$ cat config.mk
export PLATFORM = sky130hd
export DESIGN_NAME = conv_window_gen
export DESIGN_NICKNAME = d
export VERILOG_FILES = /design/src/rtl/conv_window_gen.sv
export SDC_FILE = /design/constraint.sdc
export NUM_CORES = 1
export LEC_CHECK = 0
export CAP_MARGIN = 15
export CORE_UTILIZATION = 50
export CTS_BUF_LIST = sky130_fd_sc_hd__clkbuf_8
export CTS_CLUSTER_SIZE = 14
export DETAILED_ROUTE_END_ITERATION = 10
export DONT_BUFFER_PORTS = 1
export GPL_ROUTABILITY_DRIVEN = 0
export HOLD_SLACK_MARGIN = 0.12
export PLACE_DENSITY = 0.7
export SLEW_MARGIN = 20
export SYNTH_ARGS = -nofsm -noshare
export SYNTH_HDL_FRONTEND = slang
export SYNTH_SLANG_ARGS = --single-unit
export TNS_END_PERCENT = 100
$ cat constraint.sdc
create_clock -name clk -period 6.4 [get_ports clk]
set_clock_uncertainty 0.15 [all_clocks]
set_input_delay 1.28 -clock clk [delete_from_list [all_inputs] [get_ports clk]]
set_output_delay 1.28 -clock clk [all_outputs]
set_load 0.01 [all_outputs]
$ cat src/rtl/conv_window_gen.sv
// conv_window_gen: raster pixel stream -> flattened 3x3 "no padding" windows.
// Two line buffers hold the previous two rows; a 3x3 shift register forms the window.
// Optional feature macro: CONV_WIN_COORD_EN adds win_row/win_col (window top-left).
module conv_window_gen #(
  parameter int unsigned DATA_WIDTH = 16,
  parameter int unsigned IMG_WIDTH  = 28,
  parameter int unsigned IMG_HEIGHT = 28
) (
  input  logic                      clk,
  input  logic                      rst,
  input  logic [DATA_WIDTH-1:0]     pix_in,
  input  logic                      pix_valid,
  input  logic                      sof,
  output logic [9*DATA_WIDTH-1:0]   window_out,
  output logic                      window_valid,
  output logic                      frame_done,
`ifdef CONV_WIN_COORD_EN
  output logic                      frame_err,
  output logic [15:0]               win_row,
  output logic [15:0]               win_col
`else
  output logic                      frame_err
`endif
);

  localparam int unsigned DW = DATA_WIDTH;
  localparam int unsigned WW = 9 * DATA_WIDTH;
  localparam int unsigned CW = (IMG_WIDTH  > 1) ? $clog2(IMG_WIDTH)  : 1;
  localparam int unsigned RW = (IMG_HEIGHT > 1) ? $clog2(IMG_HEIGHT) : 1;

  typedef enum logic [1:0] {
    S_IDLE   = 2'd0,
    S_FILL   = 2'd1,
    S_ACTIVE = 2'd2
  } state_t;

  state_t          state_q, state_d;
  logic [CW-1:0]   col_q, col_d;
  logic [RW-1:0]   row_q, row_d;
  logic [WW-1:0]   win_q, win_d;
  logic            valid_q, valid_d;
  logic            done_q, done_d;
  logic            err_q, err_d;
`ifdef CONV_WIN_COORD_EN
  logic [15:0]     win_row_q, win_row_d;
  logic [15:0]     win_col_q, win_col_d;
`endif

  logic            acc;
  logic            win_en;
  logic            last_col;
  logic            last_row;
  logic [CW-1:0]   pcol;
  logic [RW-1:0]   prow;
  logic [DW-1:0]   lb0_rd;
  logic [DW-1:0]   lb1_rd;

  logic [DW-1:0]   linebuf0 [IMG_WIDTH];
  logic [DW-1:0]   linebuf1 [IMG_WIDTH];

  // Position of the current pixel: a sof pixel is always (0,0) of a fresh frame
  always_comb begin
    acc      = pix_valid && (sof || (state_q != S_IDLE));
    pcol     = sof ? '0 : col_q;
    prow     = sof ? '0 : row_q;
    last_col = (pcol == CW'(IMG_WIDTH - 1));
    last_row = (prow == RW'(IMG_HEIGHT - 1));
    win_en   = acc && (prow >= RW'(2)) && (pcol >= CW'(2));
    lb0_rd   = linebuf0[pcol];
    lb1_rd   = linebuf1[pcol];
  end

  // Line buffers: shift the column down one row on every accepted pixel
  always_ff @(posedge clk) begin
    if (acc) begin
      linebuf1[pcol] <= lb0_rd;
      linebuf0[pcol] <= pix_in;
    end
  end

  // Next-state, counters, window shift and output pulses
  always_comb begin
    state_d = state_q;
    col_d   = col_q;
    row_d   = row_q;
    win_d   = win_q;
    valid_d = 1'b0;
    done_d  = 1'b0;
    err_d   = pix_valid && sof && (state_q != S_IDLE);
`ifdef CONV_WIN_COORD_EN
    win_row_d = win_row_q;
    win_col_d = win_col_q;
`endif
    if (acc) begin
      // shift every row left; new right column is {lb1, lb0, pix} top to bottom
      for (int r = 0; r < 3; r++) begin
        win_d[(r*3+1)*DW-1 -: DW] = win_q[(r*3+2)*DW-1 -: DW];
        win_d[(r*3+2)*DW-1 -: DW] = win_q[(r*3+3)*DW-1 -: DW];
      end
      win_d[3*DW-1 -: DW] = lb1_rd;
      win_d[6*DW-1 -: DW] = lb0_rd;
      win_d[9*DW-1 -: DW] = pix_in;

      valid_d = win_en;
      done_d  = win_en && last_col && last_row;
`ifdef CONV_WIN_COORD_EN
      if (win_en) begin
        win_row_d = 16'(prow) - 16'd2;
        win_col_d = 16'(pcol) - 16'd2;
      end
`endif
      if (last_col) begin
        col_d = '0;
        if (last_row) begin
          row_d   = '0;
          state_d = S_IDLE;
        end else begin
          row_d   = prow + RW'(1);
          state_d = (prow >= RW'(2)) ? S_ACTIVE : S_FILL;
        end
      end else begin
        col_d   = pcol + CW'(1);
        row_d   = prow;
        state_d = (prow >= RW'(2)) ? S_ACTIVE : S_FILL;
      end
    end
  end

  // State register
  always_ff @(posedge clk or posedge rst) begin
    if (rst) begin
      state_q <= S_IDLE;
    end else begin
      state_q <= state_d;
    end
  end

  // Datapath and output registers
  always_ff @(posedge clk or posedge rst) begin
    if (rst) begin
      col_q     <= '0;
      row_q     <= '0;
      win_q     <= '0;
      valid_q   <= 1'b0;
      done_q    <= 1'b0;
      err_q     <= 1'b0;
`ifdef CONV_WIN_COORD_EN
      win_row_q <= '0;
      win_col_q <= '0;
`endif
    end else begin
      col_q     <= col_d;
      row_q     <= row_d;
      win_q     <= win_d;
      valid_q   <= valid_d;
      done_q    <= done_d;
      err_q     <= err_d;
`ifdef CONV_WIN_COORD_EN
      win_row_q <= win_row_d;
      win_col_q <= win_col_d;
`endif
    end
  end

  assign window_out   = win_q;
  assign window_valid = valid_q;
  assign frame_done   = done_q;
  assign frame_err    = err_q;
`ifdef CONV_WIN_COORD_EN
  assign win_row      = win_row_q;
  assign win_col      = win_col_q;
`endif

endmodule

==> impl_metrics.env <==
export IMPL_first_pass_iters=6
export IMPL_setup_viol=0
export IMPL_crit_arrival_ps=5200
export IMPL_synth_distinct_cells=59
export IMPL_dp_hpwl_um=59900
export IMPL_synthArstFlopShare_pct=15.1
export IMPL_core_sq_um=80900
export IMPL_initial_core_util_pct=50.7
export IMPL_dieArea_sq_um=83300
export IMPL_ctsResizeCount=0
export IMPL_finalCriticalPeriod_ps=4920
export IMPL_viasPerCell=6.30
export IMPL_synth_area_sq_um=41100
export IMPL_post_cts_buffers=0
export IMPL_ctsHoldBuffers=0
export IMPL_final_seq_area_sq_um=30900
export IMPL_clkLatencyLatePin_ps=850
export IMPL_wl_per_cell_um=26.9
export IMPL_track_usage_pct=24.7
export IMPL_antenna_found_initial=4
export IMPL_grt_pass1_vias=23700
export IMPL_max_slew_margin_pct=23.2
export IMPL_power_density_nw_per_um2=338
export IMPL_io_buffer_count=0
export IMPL_ys_warn_count=0
export IMPL_cp_max_fo=65
export IMPL_synth_seq_area_share_pct=75.2
export IMPL_cts_buffer_depth=3
export IMPL_htreeDepth=4
export IMPL_syn_num_nets=2633
export IMPL_finalMaxSlewViolations=0
export IMPL_syn_to_final_growth_pct=10.4
export IMPL_rows=104
export IMPL_fin_nets=2661
export IMPL_worst_setup_path_type="register to register"
export IMPL_die_width_um=289
export IMPL_worst_slew_pin_slew_ps=1150
export IMPL_syn_inst=2607
export IMPL_clock_sinks=1055
export IMPL_hold_viol_final=0
export IMPL_cap_violations=0
export IMPL_holdCritPathClass="input port to async pin"
export IMPL_total_power_w=0.0153
export IMPL_wl_um=103000
export IMPL_setup_tns_ps=0
export IMPL_cts_root_buf="clkbuf_8"
export IMPL_cp_start_kind="register"
export IMPL_critPathRequiredTime_ps=6680
export IMPL_max_freq_mhz=203
export IMPL_endpoint_kind="register"
export IMPL_synth_main_ff_cell="edfxtp_1"
export IMPL_leakagePower_nw=15.9
export IMPL_grt_max_degree=116
export IMPL_rsz0062_at_grt="no"
export IMPL_vias=24100
export IMPL_status="complete, no violations"
export IMPL_syn_avg_cell_area_sq_um=15.8
export IMPL_cts_tree="built"
export IMPL_drt_initial_drc_count=2825
export IMPL_ant_nets=0
export IMPL_cts_buffers=160
export IMPL_final_layout_size_suffix_gt1_share_pct=12.5
export IMPL_ys_seq_elements=1055
export IMPL_drc=0
export IMPL_path_clk_slew_ps=70
export IMPL_fillers=6178
export IMPL_overflow=0
export IMPL_dieHeight_um=289
export IMPL_grt_first_pass_wirelength_um=150000
export IMPL_multiInputGateArea_sq_um=9430
export IMPL_pin_count=167
export IMPL_fin_crit_sh_pct=76.9
export IMPL_synth_edf_count=896
export IMPL_ir_worst_vdd_mv=0.209
export IMPL_rr_worst_depth=5
## critical path, stage by stage (launching register included)
cell,delay [ps]
dfrtp_4,870
nand2b_4,490
inv_4,940
ha_1,500
nand2_1,470
nor2_4,1040
## final timing paths
path                              endpoint  slack [ps]             from
max                        linebuf0[11][9]        1480         col_q[0]
min                          window_out[3]         200              rst
max reg2reg                linebuf0[11][9]        1480         col_q[0]
min reg2reg                window_out[110]         400  window_out[110]
max in group asynchronous         col_q[0]        4680              rst
min in group clk           linebuf0[14][1]         380        pix_in[1]
## stage by stage
step           hold WS (ps)  cells  cell area (sq um)  util, %  setup slack (ps)
6_report                201   3827              45400     56.0              1480
5_1_grt                 224   3826              45300     56.0              1290
4_1_cts                 163   3815              45100     55.7              1440
3_5_place_dp            379   3523              42100     52.0              1080
3_3_place_gp            346   3521              42000     51.9              1180
2_1_floorplan           324   2607              41100        -               678
## state kept, by name (all words and copies together) (netlist names)
| signal | cells |
|---|---|
| col_q | 5 |
| frame_done | 1 |
| frame_err | 1 |
| linebuf0 | 448 |
| linebuf1 | 448 |
| row_q | 5 |
| state_q | 2 |
| window_out | 144 |
| window_valid | 1 |
## cell usage after synthesis, types with 2 or more instances
cell      number  area [sq um]
a211o_1       30           263
nor4bb_1       2          20.0
inv_1          5          18.8
a21oi_1       53           265
mux2i_1      224          2240
a31oi_1       30           188
ha_1           6          75.1
buf_6          8          90.1
and2_1         3          18.8
and3b_1        3          26.3
or4_1         30           225
nor3b_1        3          22.5
nand3_1        3          15.0
nand3b_1       2          15.0
buf_2         94           470
buf_1         11          41.3
a22oi_1       49           368
clkbuf_1      55           206
o21ai_0       26           130
a221oi_2      23           345
o31ai_1        5          37.5
or4b_1         2          20.0
o211ai_1      17           128
a211oi_1      60           450
nor2b_1       37           231
buf_4         22           165
nand2_1      386          1450
o22ai_1       97           607
o22a_1        15           131
o221ai_1       2          17.5
nand2b_1       4          25.0
a221o_1        3          30.0
a221oi_1     132          1160
nor3_1        21           105
edfxtp_1     896         26900
mux2_2        18           203
nor2_1        47           176
dfrtp_1      159          3980
nand4_1        4          25.0
## logic make-up (layout without fill, tap and decap cells)
logic type | count (synthesis) | after routing | share of synthesized area (%)
xor+xnor | 1 | 1 | 0.0213
simple gates | 555 | 555 | 5.95
compound gates | 550 | 550 | 10.2
other cells | 0 | 2 | 0
flops | 1055 | 1055 | 75.2
buf+inv | 197 | 355 | 2.44
fa+ha+maj | 6 | 6 | 0.183
mux | 243 | 243 | 6.01
## routing by layer
| metal | global-route usage, % | vias to the layer above | part of all wire, % |
|---|---|---|---|
| li1 | - | 10300 | - |
| met1 | 32.8 | 12200 | 39 |
| met2 | 37.7 | 1393 | 46 |
| met3 | 8.69 | 180 | 13 |
| met4 | 8.88 | 0 | 2.4 |
| met5 | 0 | - | 0 |
## cell type report
class	count	share of cell area, %
inverters	7	0.0855
diodes	2	0.0110
flip-flops and latches	1055	68.1
clock buffers	172	5.22
multi-input cells	1355	20.8
clock inverters	120	1.36
repair buffers	56	1.48
well taps	1060	2.92
## power breakdown
group          switching, W  internal, W
Clock               0.00259      0.00258
Sequential         0.000438      0.00794
Combinational       0.00126     0.000528
Total               0.00429       0.0110
## cell usage in the layout, fill, tap and decap left out, drive strengths merged, types with 15 or more instances in the layout
| master | netlist | final |
|---|---|---|
| mux2 | 18 | 18 |
| o211ai | 17 | 17 |
| a21oi | 53 | 53 |
| buf | 135 | 56 |
| a211oi | 60 | 60 |
| o22a | 15 | 15 |
| nor2 | 48 | 48 |
| nand2 | 386 | 386 |
| a211o | 30 | 30 |
| clkinv | 0 | 43 |
| mux2i | 224 | 224 |
| edfxtp | 896 | 896 |
| or4 | 30 | 30 |
| a221oi | 155 | 155 |
| o22ai | 97 | 97 |
| o21ai | 26 | 26 |
| dfrtp | 159 | 159 |
| a31oi | 30 | 30 |
| clkbuf | 55 | 172 |
| nor3 | 21 | 21 |
| inv | 7 | 79 |
| nor2b | 37 | 37 |
| a22oi | 49 | 49 |
No activity file was read; power rests on OpenSTA's default activity.
